$ cat src/rtl/can_frame_decoder_if.sv
// rtl/can_frame_decoder_if.sv - frame-in / decoded-frame-out bundle for can_frame_decoder
interface can_frame_decoder_if #(
    parameter int FRAME_W = 79
);
    logic               i_Rx_DV;
    logic [FRAME_W-1:0] i_Rx_Frame;
    logic               i_Frame_Ready;
    logic               o_Frame_Valid;
    logic [10:0]        o_Id;
    logic               o_Rtr;
    logic               o_Ide;
    logic [3:0]         o_Dlc;
    logic [39:0]        o_Data;
    logic               o_Crc_Err;
    logic               o_Dlc_Err;
    logic               o_Overrun;
    logic               o_Filtered;
    logic               o_Busy;

    modport master (
        output i_Rx_DV, i_Rx_Frame, i_Frame_Ready,
        input  o_Frame_Valid, o_Id, o_Rtr, o_Ide, o_Dlc, o_Data,
               o_Crc_Err, o_Dlc_Err, o_Overrun, o_Filtered, o_Busy
    );

    modport slave (
        input  i_Rx_DV, i_Rx_Frame, i_Frame_Ready,
        output o_Frame_Valid, o_Id, o_Rtr, o_Ide, o_Dlc, o_Data,
               o_Crc_Err, o_Dlc_Err, o_Overrun, o_Filtered, o_Busy
    );
endinterface

$ cat src/rtl/can_frame_decoder.sv
// rtl/can_frame_decoder.sv - serial CRC-15 check and field extraction of a captured CAN frame
// Optional acceptance filter: CAN_DEC_ID_FILTER_EN
module can_frame_decoder #(
    parameter int          FRAME_W  = 79,
    parameter logic [10:0] ACC_CODE = 11'h000,
    parameter logic [10:0] ACC_MASK = 11'h000
) (
    input  logic                 i_Clock,
    input  logic                 i_Reset,
    can_frame_decoder_if.slave   frm
);
    localparam logic [1:0] S_IDLE  = 2'd0;
    localparam logic [1:0] S_CRC   = 2'd1;
    localparam logic [1:0] S_CHECK = 2'd2;
    localparam logic [1:0] S_HOLD  = 2'd3;

    logic [1:0]         state_q, state_d;
    logic [FRAME_W-1:0] frame_q, frame_d;
    logic [14:0]        crc_q, crc_d;
    logic [6:0]         cnt_q, cnt_d;
    logic               valid_q, valid_d;
    logic [10:0]        id_q, id_d;
    logic               rtr_q, rtr_d;
    logic               ide_q, ide_d;
    logic [3:0]         dlc_q, dlc_d;
    logic [39:0]        data_q, data_d;
    logic               crc_err_q, crc_err_d;
    logic               dlc_err_q, dlc_err_d;
    logic               overrun_q, overrun_d;
    logic               filtered_q, filtered_d;

    logic [10:0] f_id;
    logic [3:0]  f_dlc;
    logic [3:0]  in_dlc;
    logic        f_dlc_ok;
    logic [6:0]  f_n;
    logic [39:0] f_data;
    logic [14:0] f_rx_crc;
    logic        crc_fb;
    logic        filter_hit;

`ifdef CAN_DEC_ID_FILTER_EN
    assign filter_hit = ((f_id ^ ACC_CODE) & ACC_MASK) != 11'd0;
`else
    logic [10:0] unused_acc;
    assign unused_acc = ACC_CODE & ACC_MASK;
    assign filter_hit = 1'b0;
`endif

    // Fields are stored MSB-first on the wire, so every field is bit-reversed here.
    always_comb begin
        f_id     = '0;
        f_dlc    = '0;
        in_dlc   = '0;
        f_data   = '0;
        f_rx_crc = '0;
        for (int k = 0; k < 11; k++) f_id[10-k] = frame_q[1+k];
        for (int k = 0; k < 4; k++) begin
            f_dlc[3-k]  = frame_q[15+k];
            in_dlc[3-k] = frm.i_Rx_Frame[15+k];
        end
        f_dlc_ok = (f_dlc <= 4'd5);
        f_n      = 7'd19 + {1'b0, f_dlc[2:0], 3'b000};
        for (int b = 0; b < 5; b++)
            for (int j = 0; j < 8; j++)
                if (f_dlc > 4'(b)) f_data[8*b+7-j] = frame_q[19+8*b+j];
        for (int k = 0; k < 15; k++) f_rx_crc[14-k] = frame_q[f_n + 7'(k)];
        crc_fb = frame_q[cnt_q] ^ crc_q[14];
    end

    always_comb begin
        state_d    = state_q;
        frame_d    = frame_q;
        crc_d      = crc_q;
        cnt_d      = cnt_q;
        valid_d    = valid_q;
        id_d       = id_q;
        rtr_d      = rtr_q;
        ide_d      = ide_q;
        dlc_d      = dlc_q;
        data_d     = data_q;
        crc_err_d  = crc_err_q;
        dlc_err_d  = dlc_err_q;
        overrun_d  = frm.i_Rx_DV && (state_q != S_IDLE);
        filtered_d = 1'b0;
        case (state_q)
            S_IDLE: begin
                if (frm.i_Rx_DV) begin
                    frame_d = frm.i_Rx_Frame;
                    crc_d   = '0;
                    cnt_d   = '0;
                    state_d = (in_dlc <= 4'd5) ? S_CRC : S_CHECK;
                end
            end
            S_CRC: begin
                crc_d = {crc_q[13:0], 1'b0} ^ (crc_fb ? 15'h4599 : 15'h0000);
                cnt_d = cnt_q + 7'd1;
                if (cnt_q == f_n - 7'd1) state_d = S_CHECK;
            end
            S_CHECK: begin
                if (filter_hit) begin
                    filtered_d = 1'b1;
                    state_d    = S_IDLE;
                end else begin
                    id_d      = f_id;
                    rtr_d     = frame_q[12];
                    ide_d     = frame_q[13];
                    dlc_d     = f_dlc;
                    valid_d   = 1'b1;
                    data_d    = f_dlc_ok ? f_data : 40'd0;
                    crc_err_d = f_dlc_ok && (crc_q != f_rx_crc);
                    dlc_err_d = !f_dlc_ok;
                    state_d   = S_HOLD;
                end
            end
            S_HOLD: begin
                if (frm.i_Frame_Ready) begin
                    valid_d = 1'b0;
                    state_d = S_IDLE;
                end
            end
            default: state_d = S_IDLE;
        endcase
    end

    always_ff @(posedge i_Clock) begin
        if (i_Reset) begin
            state_q    <= S_IDLE;
            frame_q    <= '0;
            crc_q      <= '0;
            cnt_q      <= '0;
            valid_q    <= 1'b0;
            id_q       <= '0;
            rtr_q      <= 1'b0;
            ide_q      <= 1'b0;
            dlc_q      <= '0;
            data_q     <= '0;
            crc_err_q  <= 1'b0;
            dlc_err_q  <= 1'b0;
            overrun_q  <= 1'b0;
            filtered_q <= 1'b0;
        end else begin
            state_q    <= state_d;
            frame_q    <= frame_d;
            crc_q      <= crc_d;
            cnt_q      <= cnt_d;
            valid_q    <= valid_d;
            id_q       <= id_d;
            rtr_q      <= rtr_d;
            ide_q      <= ide_d;
            dlc_q      <= dlc_d;
            data_q     <= data_d;
            crc_err_q  <= crc_err_d;
            dlc_err_q  <= dlc_err_d;
            overrun_q  <= overrun_d;
            filtered_q <= filtered_d;
        end
    end

    assign frm.o_Frame_Valid = valid_q;
    assign frm.o_Id          = id_q;
    assign frm.o_Rtr         = rtr_q;
    assign frm.o_Ide         = ide_q;
    assign frm.o_Dlc         = dlc_q;
    assign frm.o_Data        = data_q;
    assign frm.o_Crc_Err     = crc_err_q;
    assign frm.o_Dlc_Err     = dlc_err_q;
    assign frm.o_Overrun     = overrun_q;
    assign frm.o_Filtered    = filtered_q;
    assign frm.o_Busy        = (state_q != S_IDLE);
endmodule

$ cat src/flat_wrapper.sv
// flat-port wrapper written by rule: the top's interface ports become plain ports
module can_frame_decoder_flat 
#(
    parameter int          FRAME_W  = 79,
    parameter logic [10:0] ACC_CODE = 11'h000,
    parameter logic [10:0] ACC_MASK = 11'h000
)
  (i_Clock, i_Reset, frm_i_Rx_DV, frm_i_Rx_Frame, frm_i_Frame_Ready, frm_o_Frame_Valid, frm_o_Id, frm_o_Rtr, frm_o_Ide, frm_o_Dlc, frm_o_Data, frm_o_Crc_Err, frm_o_Dlc_Err, frm_o_Overrun, frm_o_Filtered, frm_o_Busy);
  can_frame_decoder_if #(.FRAME_W(FRAME_W)) frm_i ();
  input  logic i_Clock;
  input  logic i_Reset;
  input wire logic [$bits(frm_i.i_Rx_DV)-1:0] frm_i_Rx_DV;
  input wire logic [$bits(frm_i.i_Rx_Frame)-1:0] frm_i_Rx_Frame;
  input wire logic [$bits(frm_i.i_Frame_Ready)-1:0] frm_i_Frame_Ready;
  output wire logic [$bits(frm_i.o_Frame_Valid)-1:0] frm_o_Frame_Valid;
  output wire logic [$bits(frm_i.o_Id)-1:0] frm_o_Id;
  output wire logic [$bits(frm_i.o_Rtr)-1:0] frm_o_Rtr;
  output wire logic [$bits(frm_i.o_Ide)-1:0] frm_o_Ide;
  output wire logic [$bits(frm_i.o_Dlc)-1:0] frm_o_Dlc;
  output wire logic [$bits(frm_i.o_Data)-1:0] frm_o_Data;
  output wire logic [$bits(frm_i.o_Crc_Err)-1:0] frm_o_Crc_Err;
  output wire logic [$bits(frm_i.o_Dlc_Err)-1:0] frm_o_Dlc_Err;
  output wire logic [$bits(frm_i.o_Overrun)-1:0] frm_o_Overrun;
  output wire logic [$bits(frm_i.o_Filtered)-1:0] frm_o_Filtered;
  output wire logic [$bits(frm_i.o_Busy)-1:0] frm_o_Busy;
  assign frm_i.i_Rx_DV = frm_i_Rx_DV;
  assign frm_i.i_Rx_Frame = frm_i_Rx_Frame;
  assign frm_i.i_Frame_Ready = frm_i_Frame_Ready;
  assign frm_o_Frame_Valid = frm_i.o_Frame_Valid;
  assign frm_o_Id = frm_i.o_Id;
  assign frm_o_Rtr = frm_i.o_Rtr;
  assign frm_o_Ide = frm_i.o_Ide;
  assign frm_o_Dlc = frm_i.o_Dlc;
  assign frm_o_Data = frm_i.o_Data;
  assign frm_o_Crc_Err = frm_i.o_Crc_Err;
  assign frm_o_Dlc_Err = frm_i.o_Dlc_Err;
  assign frm_o_Overrun = frm_i.o_Overrun;
  assign frm_o_Filtered = frm_i.o_Filtered;
  assign frm_o_Busy = frm_i.o_Busy;
  can_frame_decoder #(.FRAME_W(FRAME_W), .ACC_CODE(ACC_CODE), .ACC_MASK(ACC_MASK)) u_core (.i_Clock(i_Clock), .i_Reset(i_Reset), .frm(frm_i));
endmodule
$ cat config.mk
export PLATFORM = sky130hd
export DESIGN_NAME = can_frame_decoder_flat
export DESIGN_NICKNAME = d
export VERILOG_FILES = /design/src/rtl/can_frame_decoder_if.sv /design/src/rtl/can_frame_decoder.sv /design/src/flat_wrapper.sv
export SDC_FILE = /design/constraint.sdc
export NUM_CORES = 1
export LEC_CHECK = 0
export ABC_AREA = 1
export BUFFER_PORTS_ARGS = -buffer_cell sky130_fd_sc_hd__clkbuf_2
export CORE_ASPECT_RATIO = 0.6
export CORE_UTILIZATION = 55
export CTS_BUF_LIST = sky130_fd_sc_hd__clkbuf_4
export CTS_CLUSTER_DIAMETER = 200
export DETAILED_ROUTE_END_ITERATION = 16
export PLACE_DENSITY = 0.79
export REMOVE_ABC_BUFFERS = 1
export SLEW_MARGIN = 20
export SYNTH_ARGS = -nofsm -noshare
export SYNTH_HDL_FRONTEND = slang
export SYNTH_SLANG_ARGS = --single-unit
$ cat constraint.sdc
create_clock -name i_Clock -period 3.1 [get_ports i_Clock]
set_input_delay 0.155 -clock i_Clock [delete_from_list [all_inputs] [get_ports i_Clock]]
set_output_delay 0.155 -clock i_Clock [all_outputs]
set_load 0.005 [all_outputs]
# --- Yosys cells after proc, flatten, opt, wreduce, memory -nomap -nowiden ---
# Cells that the tools add are included.
word_totals:
  register_bits: 164
  in_bits: 83
  output_inout_bits: 63
  wordCells: 159
op_classes:
  add_sub_neg: 17
  order_cmp: 23
  n_eq_ne: 8
  mux: 85
  n_bitwise: 2
  n_reduce_logical: 11
ops:
  columns: ["cell", "count"]
  rows:
  - ["7-bit by 8-bit less-than comparator with 1-bit output (second input constant)", 16]
  - ["1-bit binary-select mux with 7-bit select", 16]
  - ["1-bit two-way mux", 57]
  - ["7-bit by 4-bit adder with 7-bit output (second input constant)", 7]
  - ["40-bit two-way mux", 1]
  - ["15-bit two-way mux", 2]
  - ["15-bit case mux with 2 select lines", 1]
  - ["7-bit by 3-bit adder with 7-bit output (second input constant)", 4]
  - ["15-bit != test", 1]
  - ["15-bit XOR", 1]
  - ["7-bit by 1-bit adder with 7-bit output (second input constant)", 2]
  - ["7-bit by 2-bit adder with 7-bit output (second input constant)", 2]
  - ["7-bit case mux with 2 select lines", 1]
  - ["4-bit by 1-bit greater-than comparator with 1-bit output (second input constant)", 2]
  - ["4-bit by 2-bit greater-than comparator with 1-bit output (second input constant)", 2]
  - ["4-bit by 3-bit less-or-equal comparator with 1-bit output (second input constant)", 2]
  - ["2-bit two-way mux", 4]
  - ["2-bit case mux with 4 select lines", 1]
  - ["5-bit by 6-bit adder with 7-bit output (first input constant)", 1]
  - ["7-bit == test", 1]
  - ["7-bit two-way mux", 1]
  - ["7-bit by 1-bit subtractor with 7-bit output (second input constant)", 1]
  - ["2-bit AND reduction", 3]
  - ["2-bit nonzero test", 3]
  - ["other kinds (11)", 14]

# --- Longest topological paths before layout ---
# Gate-level depths: netlist (run 1).
logic_depth:
  ltp_word: 6
  mapped_depth: 20

# --- Worst setup path after synthesis (run 1) ---
# No wires, ideal clock.
synth_timing:
  path_type: "register to register"
  from: "register u_core.frame_q[17]"
  to: "register u_core.crc_err_q (netlist: u_core.frm.o_Crc_Err)"
  setup_ns: 0.132
  arrival_ns: 2.359
  t_required_ns: 2.968
  path_slack_ns: 0.609
  stages_incl_launch_ff: 18
  cell_sequence: "dfxtp_1 > buf_2 > inv_1 > buf_2 > ha_1 > buf_2 > buf_1 > o21ai_0 > o211ai_1 > nand3_1 > nand3_1 > nand2_1 > nor2_1 > nand2_1 > nor2_1 > nand2_1 > nand2_1 > a21oi_1"
synth_between:
  elab_chain_cells: 6
  elab_cells_between_ends: 48
  classes_between: "add/sub: 15; order compare: 1; eq/ne: 1; mux: 30; reduce/logical: 1"
synth_rtl:
  columns: ["element", "line", "text"]
  rows:
  - ["start, declared", "can_frame_decoder.sv:18", "logic [FRAME_W-1:0] frame_q, frame_d;"]
  - ["start signal, assigned", "can_frame_decoder.sv:144", "frame_q <= frame_d;"]
  - ["5-bit by 6-bit adder with 7-bit output", "can_frame_decoder.sv:63", "f_n = 7'd19 + {1'b0, f_dlc[2:0], 3'b000};"]
  - ["7-bit by 4-bit adder with 7-bit output, or another cell as far along", "can_frame_decoder.sv:67", "for (int k = 0; k < 15; k++) f_rx_crc[14-k] = frame_q[f_n + 7'(k)];"]
  - ["1-bit binary-select mux with 7-bit select", "can_frame_decoder.sv:67", null]
  - ["1-bit two-way mux (implied by the code)", "can_frame_decoder.sv:67", null]
  - ["15-bit != test", "can_frame_decoder.sv:111", "crc_err_d = f_dlc_ok && (crc_q != f_rx_crc);"]
  - ["1-bit logical AND *", "can_frame_decoder.sv:111", null]
  - ["end signal, assigned", "can_frame_decoder.sv:153", "crc_err_q <= crc_err_d;"]
  - ["end, declared", "can_frame_decoder.sv:27", "logic crc_err_q, crc_err_d;"]
# Mark *: on every way between the ends. The rest lies on a longest branch, timed or not. The select of a mux whose other input is x is not followed.
# A chain may end at the register's enable or synchronous reset.

# --- Final worst setup path (run 1) ---
layout_timing:
  from: "register u_core.frame_q[16]"
  to: "register u_core.crc_err_q (netlist: u_core.frm.o_Crc_Err)"
# The elaborated chain is that of the path after synthesis.

==> flow_metrics.env, run 1 <==
export IMPL_hold_viol=0
export IMPL_static_leakage_power_uw=0.004396
export IMPL_relSlewSlack=0.3697
export IMPL_clock_latency_ps=570
export IMPL_timing_clock_skew_ps=22.84
export IMPL_fill_cells=1270
export IMPL_critPathMaxFanout=12
export IMPL_number_of_enable_flip_flop_cells_after_synthesis=0
export IMPL_synthDominantCellAreaShare=0.3918
export IMPL_io_pins=146
export IMPL_yosys_top_cells_area="sky130_fd_sc_hd__dfxtp_1 39%, sky130_fd_sc_hd__nand2_1 12%, sky130_fd_sc_hd__a21oi_1 11%"
export IMPL_cts_root_buffer_cell="sky130_fd_sc_hd__clkbuf_4"
export IMPL_die_h_um=97.62
export IMPL_timing_max_cap_violations=0
export IMPL_outcome="completed"
export IMPL_power_total_uw=8259
export IMPL_final_setup_vio_count=0
export IMPL_netlist_area_mm2=0.008381
export IMPL_criticalPathCategory="reg -> reg"
export IMPL_finalNetCount=1525
export IMPL_dieWidth_um=161.4
export IMPL_setup_worst_path_end_class="register"
export IMPL_detail_route_wl_per_cell_um=18.40
export IMPL_yosysUniqueCellTypes=40
export IMPL_pin_count_of_the_biggest_net_entering_global_routing=81
export IMPL_ys_seq_elements=164
export IMPL_critical_path_required_ps=3530
export IMPL_place_hpwl_mm=20.75
export IMPL_first_global_vias=8606
export IMPL_synthesized_instance_count=1236
export IMPL_postSynth_topFlopCell="sky130_fd_sc_hd__dfxtp_1"
export IMPL_grt_antenna_before_repair=0
export IMPL_hold_class="in -> reg"
export IMPL_power_density_cell_area_mw_per_mm2=801.2
export IMPL_critPathArrivalTime_ps=3180
export IMPL_detailroute_via_count=9643
export IMPL_achievable_frequency_mhz=362.8
export IMPL_drt_first_pass_iters=6
export IMPL_reg2regPathDepth=14
export IMPL_port_buffer_count=144
export IMPL_timing_critical_path_from_type="register"
export IMPL_ir_drop_mv=1.111
export IMPL_yosysSeqAreaShare=0.3918
export IMPL_final_max_slew_viol_count=0
export IMPL_drt_vias_per_instance=5.876
export IMPL_post_route_cells_drive_above_1_share=0.1615
export IMPL_wire_length_after_detailed_routing_mm=30.19
export IMPL_htree_num_levels=4
export IMPL_drc_violations_left=0
export IMPL_worst_slew_pin_transition_ps=935.5
export IMPL_final_cell_mix="259 x sky130_fd_sc_hd__nand2_1, 178 x sky130_fd_sc_hd__a21oi_1, 163 x sky130_fd_sc_hd__dfxtp_1"
export IMPL_avgSynthCellArea_um2=6.780
export IMPL_minimum_clock_period_ps=2756
export IMPL_grt_pass1_wl_mm=47.15
export IMPL_antenna_cells_inserted=0
export IMPL_num_rows=34
export IMPL_ys_warn_count=0
export IMPL_routabilityCongestion=1.015
export IMPL_cts_root_to_sink_buffers=2
export IMPL_timing_setup_tns_ps=0
export IMPL_global_route_overflow_total=0
export IMPL_core_area_mm2=0.01468
export IMPL_synth_top_cell_by_area="sky130_fd_sc_hd__dfxtp_1"
export IMPL_clk_transition_reported_paths_ps=160
export IMPL_layout_cells_most_common="sky130_fd_sc_hd__nand2_1"
export IMPL_tritoncts="yes"
export IMPL_area_delta_synth_final_pct=23.01
export IMPL_numClockSinks=164
export IMPL_min_period_over_period=0.8890
export IMPL_rsz_0062_raised_after_global_routing="false"
export IMPL_antenna_violating_nets_post_route=0
export IMPL_dr_first_iter_drc_count=1225
export IMPL_initial_core_util=0.5710
export IMPL_die_area_mm2=0.01575
export IMPL_number_of_cells_on_the_worst_hold_path=4
export IMPL_groute_usage_overall=0.3847
export IMPL_asyncSetResetFlopFracSynth=0
export IMPL_numCtsBuffers=17
## metrics by stage
step           hold WS, ps    util  setup slack, ps  std cells  instance area, um^2
6_report             135.9  0.7024            344.0       1641                10310
5_1_grt              106.1  0.7024            86.33       1641                10310
4_1_cts              98.38  0.7022            310.8       1641                10310
3_5_place_dp         411.5  0.6294            328.9       1528                 9238
3_3_place_gp         403.7  0.6294            385.4       1528                 9238
2_1_floorplan        224.1       -            -1008       1156                 8023
## cells by family (layout without fill, tap and decap cells)
logic type	after synthesis	in the layout	synth area share
flip-flops	164	164	0.3918
AND/OR/NAND/NOR	477	477	0.2450
buffers and inverters	194	401	0.09376
other	1	1	0.0004475
XOR/XNOR	6	6	0.007167
AO/OA/AOI/OAI	382	382	0.2440
adder cells (fa/ha/maj)	12	12	0.01792
## critical path, stage by stage (launching register included)
cell and delay, ps:
sky130_fd_sc_hd__dfxtp_1 440, sky130_fd_sc_hd__inv_1 160, sky130_fd_sc_hd__ha_2 520, sky130_fd_sc_hd__xor2_2 420, sky130_fd_sc_hd__nand2_2 120, sky130_fd_sc_hd__nor2_4 240
sky130_fd_sc_hd__nand2_1 100, sky130_fd_sc_hd__nand2_1 90, sky130_fd_sc_hd__nand2_1 50, sky130_fd_sc_hd__a21oi_1 130, sky130_fd_sc_hd__nand2_1 70, sky130_fd_sc_hd__nor2_1 110
sky130_fd_sc_hd__nand2_1 60, sky130_fd_sc_hd__nand2_1 60, sky130_fd_sc_hd__a21oi_1 60
## report_power, final
part	switching [uW]	total (uW)	internal (uW)
clock	852	1220	365
sequential	419	2980	2560
combinational	2740	4060	1330
total	4010	8260	4250
## cell type report
cell class                      instances  area (um^2)  area share
Clock buffer                           19        142.6     0.01384
Sequential cell                       164         3284      0.3186
Timing Repair Buffer                  255         1769      0.1716
Inverter                              114        427.9     0.04151
Clock inverter                         13        115.1     0.01117
Tap cell                              198        247.7     0.02403
Multi-Input combinational cell        878         4322      0.4192
## cell usage after synthesis (2+ instances only)
cell / number
sky130_fd_sc_hd__a211oi_1: 2
sky130_fd_sc_hd__a21oi_1: 178
sky130_fd_sc_hd__a22oi_1: 4
sky130_fd_sc_hd__a32oi_1: 8
sky130_fd_sc_hd__buf_2: 22
sky130_fd_sc_hd__buf_4: 4
sky130_fd_sc_hd__buf_6: 2
sky130_fd_sc_hd__clkbuf_1: 51
sky130_fd_sc_hd__clkinv_1: 2
sky130_fd_sc_hd__dfxtp_1: 164
sky130_fd_sc_hd__ha_1: 12
sky130_fd_sc_hd__inv_1: 104
sky130_fd_sc_hd__inv_2: 8
sky130_fd_sc_hd__nand2_1: 260
sky130_fd_sc_hd__nand2_2: 5
sky130_fd_sc_hd__nand3_1: 114
sky130_fd_sc_hd__nand3_2: 3
sky130_fd_sc_hd__nand3b_1: 6
sky130_fd_sc_hd__nand4_1: 12
sky130_fd_sc_hd__nor2_1: 66
sky130_fd_sc_hd__nor2_4: 2
sky130_fd_sc_hd__nor3_1: 3
sky130_fd_sc_hd__nor3b_1: 2
sky130_fd_sc_hd__nor4_1: 2
sky130_fd_sc_hd__o211ai_1: 10
sky130_fd_sc_hd__o21ai_0: 153
sky130_fd_sc_hd__o21ai_1: 5
sky130_fd_sc_hd__o221ai_1: 2
sky130_fd_sc_hd__o22ai_1: 15
sky130_fd_sc_hd__xor2_1: 5
## worst paths after layout
kind | slack [ps] | start | end
max reg2reg | 340 | u_core.frame_q[16]$_SDFFE_PP0P_ | u_core.frm.o_Crc_Err$_SDFFE_PP0P_
max | 340 | u_core.frame_q[16]$_SDFFE_PP0P_ | u_core.frm.o_Crc_Err$_SDFFE_PP0P_
min | 140 | i_Reset | u_core.frame_q[45]$_SDFFE_PP0P_
min reg2reg | 450 | u_core.frame_q[53]$_SDFFE_PP0P_ | u_core.frm.o_Data[37]$_SDFFE_PP0P_
## sequential cells by signal (all words and copies together) (netlist names), 2 cells and up
name,flops
u_core.crc_q,15
u_core.frm.o_Dlc,4
u_core.frm.o_Id,11
u_core.cnt_q,7
u_core.frm.o_Data,40
u_core.state_q,2
u_core.frame_q,79
## routing by layer
metal / global-route usage / wire length (um) / up-vias
met4: 0.09434 / 543 / 2
li1: - / - / 4546
met5: 0.01623 / 32 / -
met3: 0.07640 / 3728 / 58
met2: 0.5680 / 12520 / 622
met1: 0.5666 / 13370 / 4415
## repair_timing
item | in CTS | in global routing
hold buffers | 81 | 0
setup buffers | 0 | 0
setup endpoints to repair | 0 | 1
endpoints found under the hold margin | 83 | 0
gates resized for setup | 0 | 1
(Power assumes the default switching activity.)
==> inputs of run 2 (changes only) <==
--- a/config.mk
+++ b/config.mk
@@ -8,11 +8,11 @@
 export ABC_AREA = 1
 export BUFFER_PORTS_ARGS = -buffer_cell sky130_fd_sc_hd__clkbuf_2
 export CORE_ASPECT_RATIO = 0.6
-export CORE_UTILIZATION = 55
+export CORE_UTILIZATION = 53
 export CTS_BUF_LIST = sky130_fd_sc_hd__clkbuf_4
 export CTS_CLUSTER_DIAMETER = 200
 export DETAILED_ROUTE_END_ITERATION = 16
-export PLACE_DENSITY = 0.79
+export PLACE_DENSITY = 0.9
 export REMOVE_ABC_BUFFERS = 1
 export SLEW_MARGIN = 20
 export SYNTH_ARGS = -nofsm -noshare
==> constraint.sdc (replaced) <==
create_clock -name i_Clock -period 2.5 [get_ports i_Clock]
set_input_delay 0.125 -clock i_Clock [delete_from_list [all_inputs] [get_ports i_Clock]]
set_output_delay 0.125 -clock i_Clock [all_outputs]
set_load 0.005 [all_outputs]
==> flow_metrics.env, run 2 (synthesis gave the netlist of run 1 again) <==
export IMPL_number_of_cells_on_the_worst_hold_path=4
export IMPL_reg2regPathDepth=14
export IMPL_pwr_share_comb=0.509
export IMPL_drc_violations_left=0
export IMPL_grt_pass1_wl_mm=46.56
export IMPL_startpoint="u_core.frame_q[18]$_SDFFE_PP0P_"
export IMPL_numClockSinks=164
export IMPL_fill_cells=1312
export IMPL_crit_path_frequent_cell="sky130_fd_sc_hd__nand2_1"
export IMPL_min_delay_start="i_Reset"
export IMPL_clock_latency_ps=580
export IMPL_detail_route_wl_per_cell_um=18.04
export IMPL_achievable_frequency_mhz=418.5
export IMPL_area_delta_synth_final_pct=25.74
export IMPL_wire_length_after_detailed_routing_mm=30.03
export IMPL_relSlewSlack=0.4909
export IMPL_critical_path_max_stage_delay_ps=400
export IMPL_die_area_mm2=0.01634
export IMPL_global_route_overflow_total=0
export IMPL_placed_cells=1548
export IMPL_place_hpwl_mm=20.64
export IMPL_hold_class="in -> reg"
export IMPL_core_area_mm2=0.01541
export IMPL_antenna_cells_inserted=0
export IMPL_timing_rr_start="u_core.frame_q[18]$_SDFFE_PP0P_"
export IMPL_rsz_0062_raised_after_global_routing="true"
export IMPL_drt_vias_per_instance=5.817
export IMPL_cts_root_to_sink_buffers=2
export IMPL_power_density_cell_area_mw_per_mm2=996.1
export IMPL_placement_cell_area_mm2=0.009407
export IMPL_crit_cells=14
export IMPL_finalNetCount=1544
export IMPL_outcome="completed"
export IMPL_timing_max_cap_violations=0
export IMPL_groute_usage_overall=0.3730
export IMPL_grt_antenna_before_repair=0
export IMPL_p_sw_uw=5040
export IMPL_p_seq_frac=0.349
export IMPL_static_leakage_power_uw=0.004488
export IMPL_die_h_um=99.41
export IMPL_timing_setup_tns_ps=0
export IMPL_critical_path_required_ps=2950
export IMPL_critPathMaxFanout=40
export IMPL_drt_first_pass_iters=6
export IMPL_initial_core_util=0.5437
export IMPL_clockPowerShare=0.143
export IMPL_port_buffer_count=144
export IMPL_ir_drop_mv=0.7840
export IMPL_clk_transition_reported_paths_ps=160
export IMPL_post_layout_nonfiller_instances=1665
export IMPL_fin_area_mm2=0.01054
export IMPL_routabilityCongestion=0.9600
export IMPL_fin_util=0.6836
export IMPL_dieWidth_um=164.3
export IMPL_layout_cells_most_common="sky130_fd_sc_hd__nand2_1"
export IMPL_worst_path_max_delay_cell="sky130_fd_sc_hd__dfxtp_2"
export IMPL_critical_path_cell_chain="buf_12 > ha_2 > xor2_2 > buf_4 > nand3_1 > nand3_1 > nand2_1 > xor2_1 > nor2_1 > nand2_1 > nor2_2 > nand2_1 > nand2_1 > a21oi_1"
export IMPL_final_cell_mix="258 x sky130_fd_sc_hd__nand2_1, 178 x sky130_fd_sc_hd__a21oi_1, 161 x sky130_fd_sc_hd__dfxtp_1"
export IMPL_largest_register_ff_count=79
export IMPL_criticalPathCategory="reg -> reg"
export IMPL_timing_critical_path_from_type="register"
export IMPL_critical_path_top_delay_family="simple AND/OR/NAND/NOR gates"
export IMPL_worst_slew_pin_transition_ps=758.5
export IMPL_htree_num_levels=4
export IMPL_largest_register="u_core.frame_q"
export IMPL_timing_critical_path_buf_inv=2
export IMPL_minimum_clock_period_ps=2389
export IMPL_tritoncts="yes"
export IMPL_final_setup_vio_count=0
export IMPL_cts_root_buffer_cell="sky130_fd_sc_hd__clkbuf_4"
export IMPL_dr_first_iter_drc_count=1462
export IMPL_netSwitchingFraction=0.4802
export IMPL_post_route_cells_drive_above_1_share=0.1772
export IMPL_critPathArrivalTime_ps=2840
export IMPL_final_max_slew_viol_count=0
export IMPL_num_rows=35
export IMPL_internal_power_uw=5456
export IMPL_hold_viol=0
export IMPL_min_period_over_period=0.9557
export IMPL_antenna_violating_nets_post_route=0
export IMPL_first_global_vias=8649
export IMPL_io_pins=146
export IMPL_setup_worst_path_end_class="register"
export IMPL_pin_count_of_the_biggest_net_entering_global_routing=72
export IMPL_numCtsBuffers=17
export IMPL_timing_clock_skew_ps=24.07
export IMPL_detailroute_via_count=9685
[run 2: changes by cell type in the layout (fill, tap and decap cells not counted), sizes merged]
cell,change
buf,+18
dlygate4sd3,+1
clkinvlp,+3
inv,-4
clkbuf,-1
clkinv,+2
[run 2: repair_timing]
action,in CTS,in global routing
endpoints found under the setup margin,0,15
gates resized for setup,0,13
hold endpoints to repair,83,0
hold buffers,82,0
setup buffers,0,3
[run 2: cell type report]
cell class | instances | area, um^2 | share of cell area
Multi-Input combinational cell | 878 | 4339 | 0.4118
Clock buffer | 18 | 135.1 | 0.01282
Sequential cell | 164 | 3287 | 0.3119
Inverter | 114 | 432.9 | 0.04108
Tap cell | 203 | 254.0 | 0.02410
Clock inverter | 14 | 121.4 | 0.01152
Timing Repair Buffer | 274 | 1968 | 0.1868
[run 2: worst register-to-register path, stage by stage, from the launching register on]
cell and delay [ps]:
sky130_fd_sc_hd__dfxtp_2 400, sky130_fd_sc_hd__buf_12 200, sky130_fd_sc_hd__ha_2 250, sky130_fd_sc_hd__xor2_2 220, sky130_fd_sc_hd__buf_4 210, sky130_fd_sc_hd__nand3_1 110, sky130_fd_sc_hd__nand3_1 190, sky130_fd_sc_hd__nand2_1 90
sky130_fd_sc_hd__xor2_1 140, sky130_fd_sc_hd__nor2_1 100, sky130_fd_sc_hd__nand2_1 70, sky130_fd_sc_hd__nor2_2 110, sky130_fd_sc_hd__nand2_1 60, sky130_fd_sc_hd__nand2_1 50, sky130_fd_sc_hd__a21oi_1 70
[run 2: path summary, 6_finish.rpt]
| path | to | slack (ps) |
|---|---|---|
| setup / recovery | u_core.frm.o_Crc_Err$_SDFFE_PP0P_ | 110 |
| hold / removal | u_core.frm.o_Id[10]$_SDFFE_PP0P_ | 130 |
| setup reg to reg | u_core.frm.o_Crc_Err$_SDFFE_PP0P_ | 110 |
| hold reg to reg | u_core.frm.o_Data[37]$_SDFFE_PP0P_ | 470 |
[run 2: power by group through the flow]
stage | clock [uW] | sequential (uW) | combinational (uW)
global route | 1640 | 3710 | 5860
finish | 1500 | 3660 | 5340
detailed placement | 0 | 3690 | 4960
CTS | 1500 | 3630 | 5100
floorplan | 0 | 3650 | 3040
global placement | 0 | 3670 | 4890
[run 2: layer usage]
| layer | track usage | wire length [um] | vias up |
|---|---|---|---|
| li1 | - | - | 4581 |
| met1 | 0.5431 | 13760 | 4403 |
| met2 | 0.5456 | 12200 | 633 |
| met3 | 0.09216 | 3391 | 68 |
| met4 | 0.09402 | 684 | 0 |
| met5 | 0 | 0 | - |
[run 2: through the flow]
| stage | hold WS [ps] | total power [uW] | worst slack (ps) |
|---|---|---|---|
| after floorplan | 194.1 | 6686 | -1608 |
| after global placement | 379.5 | 8557 | 114.4 |
| after detailed placement | 388.2 | 8646 | 106.8 |
| after CTS | 97.12 | 10220 | 79.83 |
| after global routing | 103.4 | 11210 | -57.90 |
| final | 134.6 | 10500 | 110.8 |
==> inputs of run 3 (changes only) <==
--- a/config.mk
+++ b/config.mk
@@ -5,14 +5,13 @@
 export SDC_FILE = /design/constraint.sdc
 export NUM_CORES = 1
 export LEC_CHECK = 0
-export ABC_AREA = 1
 export BUFFER_PORTS_ARGS = -buffer_cell sky130_fd_sc_hd__clkbuf_2
 export CORE_ASPECT_RATIO = 0.6
-export CORE_UTILIZATION = 53
+export CORE_UTILIZATION = 55
 export CTS_BUF_LIST = sky130_fd_sc_hd__clkbuf_4
 export CTS_CLUSTER_DIAMETER = 200
 export DETAILED_ROUTE_END_ITERATION = 16
-export PLACE_DENSITY = 0.9
+export PLACE_DENSITY = 0.89
 export REMOVE_ABC_BUFFERS = 1
 export SLEW_MARGIN = 20
 export SYNTH_ARGS = -nofsm -noshare
==> constraint.sdc (replaced) <==
create_clock -name i_Clock -period 2.9 [get_ports i_Clock]
set_input_delay 0.145 -clock i_Clock [delete_from_list [all_inputs] [get_ports i_Clock]]
set_output_delay 0.145 -clock i_Clock [all_outputs]
set_load 0.005 [all_outputs]
==> flow_metrics.env, run 3 <==
export IMPL_outcome="completed"
export IMPL_post_layout_nonfiller_instances=1402
export IMPL_io_pins=146
export IMPL_htree_num_levels=4
export IMPL_antenna_cells_inserted=0
export IMPL_port_buffer_count=144
export IMPL_critical_path_max_stage_delay_ps=360
export IMPL_minimum_clock_period_ps=2685
export IMPL_cts_root_buffer_cell="sky130_fd_sc_hd__clkbuf_4"
export IMPL_postSynth_topFlopCell="sky130_fd_sc_hd__dfxtp_1"
export IMPL_groute_usage_overall=0.3693
export IMPL_ys_warn_count=0
export IMPL_die_area_mm2=0.01606
export IMPL_drc_violations_left=0
export IMPL_asyncSetResetFlopFracSynth=0
export IMPL_worst_slew_pin_transition_ps=915.2
export IMPL_final_max_slew_viol_count=0
export IMPL_setup_worst_path_end_class="register"
export IMPL_largest_register_ff_count=79
export IMPL_largest_register="u_core.frame_q"
export IMPL_timing_clock_skew_ps=20.61
export IMPL_static_leakage_power_uw=0.004352
export IMPL_synth_commonest_cells="193 x sky130_fd_sc_hd__nand2_1, 164 x sky130_fd_sc_hd__dfxtp_1, 113 x sky130_fd_sc_hd__nor2_1, 93 x sky130_fd_sc_hd__a21oi_1, 52 x sky130_fd_sc_hd__a22oi_1"
export IMPL_finalNetCount=1286
export IMPL_synthDominantCellAreaShare=0.3842
export IMPL_ir_drop_mv=0.4078
export IMPL_core_area_mm2=0.01485
export IMPL_place_hpwl_mm=19.68
export IMPL_clock_latency_ps=590
export IMPL_pin_count_of_the_biggest_net_entering_global_routing=72
export IMPL_post_route_cells_drive_above_1_share=0.2309
export IMPL_grt_antenna_before_repair=0
export IMPL_cts_root_to_sink_buffers=2
export IMPL_detailroute_via_count=8610
export IMPL_crit_path_frequent_cell="sky130_fd_sc_hd__buf_4"
export IMPL_power_density_cell_area_mw_per_mm2=651.8
export IMPL_achievable_frequency_mhz=372.4
export IMPL_worst_path_max_delay_cell="sky130_fd_sc_hd__dfxtp_1"
export IMPL_num_rows=34
export IMPL_hold_class="in -> reg"
export IMPL_final_cell_mix="192 x sky130_fd_sc_hd__nand2_1, 162 x sky130_fd_sc_hd__dfxtp_1, 143 x sky130_fd_sc_hd__clkbuf_2"
export IMPL_avgSynthCellArea_um2=8.856
export IMPL_ys_seq_elements=164
export IMPL_yosysUniqueCellTypes=62
export IMPL_rsz_0062_raised_after_global_routing="false"
export IMPL_final_setup_vio_count=0
export IMPL_critical_path_cell_chain="inv_1 > ha_1 > buf_4 > nor2_1 > buf_4 > nor4b_1 > a311o_1 > a2111oi_1 > nand4_1 > nor4_1 > a31oi_1"
export IMPL_detail_route_wl_per_cell_um=20.78
export IMPL_synth_top_cell_by_area="sky130_fd_sc_hd__dfxtp_1"
export IMPL_die_h_um=98.56
export IMPL_fin_area_mm2=0.01077
export IMPL_timing_critical_path_from_type="register"
export IMPL_numClockSinks=164
export IMPL_antenna_violating_nets_post_route=0
export IMPL_min_period_over_period=0.9260
export IMPL_yosys_top_cells_area="sky130_fd_sc_hd__dfxtp_1 38%, sky130_fd_sc_hd__nand2_1 8.5%, sky130_fd_sc_hd__mux4_2 7.9%"
export IMPL_clk_transition_reported_paths_ps=160
export IMPL_criticalPathCategory="reg -> reg"
export IMPL_area_delta_synth_final_pct=26.03
export IMPL_numCtsBuffers=17
export IMPL_yosysSeqAreaShare=0.3842
export IMPL_first_global_vias=8126
export IMPL_post_cts_setup_buffer_count=0
export IMPL_number_of_enable_flip_flop_cells_after_synthesis=0
export IMPL_wire_length_after_detailed_routing_mm=29.13
export IMPL_tritoncts="yes"
export IMPL_dieWidth_um=162.9
export IMPL_placement_cell_area_mm2=0.009550
export IMPL_fin_worst_hold_slack_ps=302.9
export IMPL_hold_viol=0
export IMPL_placed_cells=1279
export IMPL_most_common_cell_in_the_netlist="sky130_fd_sc_hd__nand2_1"
export IMPL_critical_path_required_ps=3380
export IMPL_routabilityCongestion=1.026
export IMPL_relSlewSlack=0.3876
export IMPL_critPathArrivalTime_ps=3170
export IMPL_drt_vias_per_instance=6.141
export IMPL_dr_first_iter_drc_count=1291
export IMPL_timing_max_cap_violations=0
export IMPL_synthesized_instance_count=965
export IMPL_fin_util=0.7254
export IMPL_global_route_overflow_total=0
export IMPL_initial_core_util=0.5756
export IMPL_netlist_area_mm2=0.008546
export IMPL_critPathMaxFanout=7
export IMPL_grt_pass1_wl_mm=45.11
export IMPL_drt_first_pass_iters=6
export IMPL_layout_cells_most_common="sky130_fd_sc_hd__nand2_1"
-- run 3: changes by cell type in the layout (fill, tap and decap cells not counted), sizes merged, moves of 13 or more --
cell,change
o21ai,-136
xnor2,+17
mux2i,+49
mux4,+44
a21oi,-86
nand3,-107
o22ai,-13
inv,-98
nor2,+44
a22oi,+48
nand2,-72
-- run 3: critical path: cells and delay by family, from the launching register on --
| family | cells | cell delay (ps) |
|---|---|---|
| buffers and inverters | 3 | 420 |
| AO/OA/AOI/OAI | 3 | 730 |
| flip-flops | 1 | 360 |
| adder cells (fa/ha/maj) | 1 | 360 |
| AND/OR/NAND/NOR | 4 | 710 |
-- run 3: layer usage --
metal,vias to the layer above,global-route usage,part of all wire
met3,54,0.08838,0.12
met4,0,0.08267,0.014
met2,594,0.5584,0.43
li1,3873,-,-
met1,4089,0.5334,0.43
met5,-,0.003030,0
-- run 3: cells by family (layout without fill, tap and decap cells) --
logic type,after synthesis,in the layout,share of synthesized area
adder cells (fa/ha/maj),12,12,0.01757
multiplexers,102,102,0.1914
AND/OR/NAND/NOR,357,357,0.1725
other,1,1,0.0004388
XOR/XNOR,28,28,0.02870
buffers and inverters,88,327,0.04700
flip-flops,164,164,0.3842
AO/OA/AOI/OAI,213,213,0.1583
-- run 3: area by class of cell --
class / count / area (um^2)
timing repair buffer: 283 / 2019
clock inverter: 15 / 166.4
multi-input combinational: 713 / 4878
clock buffer: 17 / 127.6
fill: 1091 / 4076
tap: 198 / 247.7
inverter: 12 / 45.04
sequential: 164 / 3286
-- run 3: stage by stage --
stage	setup WS, ps	setup TNS [ps]	total power (uW)
2_1_floorplan	-1107	-5161	4380
3_3_place_gp	204.7	0	5344
3_5_place_dp	100.4	0	5390
4_1_cts	93.19	0	6905
5_1_grt	40.72	0	7319
6_report	214.6	0	7020
-- run 3: path summary, 6_finish.rpt --
check | slack, ps | endpoint | cells after the start | start
max | 210 | u_core.frm.o_Crc_Err$_SDFFE_PP0P_ | 11 | u_core.frame_q[16]$_SDFFE_PP0P_
min | 300 | u_core.frame_q[78]$_SDFFE_PP0P_ | 4 | frm_i_Rx_Frame[78]
max reg2reg | 210 | u_core.frm.o_Crc_Err$_SDFFE_PP0P_ | 11 | u_core.frame_q[16]$_SDFFE_PP0P_
min reg2reg | 500 | u_core.frame_q[68]$_SDFFE_PP0P_ | 2 | u_core.frame_q[68]$_SDFFE_PP0P_
-- run 3: what timing repair did --
action                                 in CTS  in global routing
gates resized for setup                     0                  4
endpoints found under the hold margin      97                  0
setup endpoints to repair                   0                  1
hold buffers                               91                  0
-- run 3: where the power goes --
group          leakage (uW)  internal, uW  switching (uW)  total [uW]
Combinational       0.00286          1160            1570        2740
Clock              0.000157           470             967        1440
Sequential          0.00134          2510             341        2850
Total               0.00435          4140            2880        7020
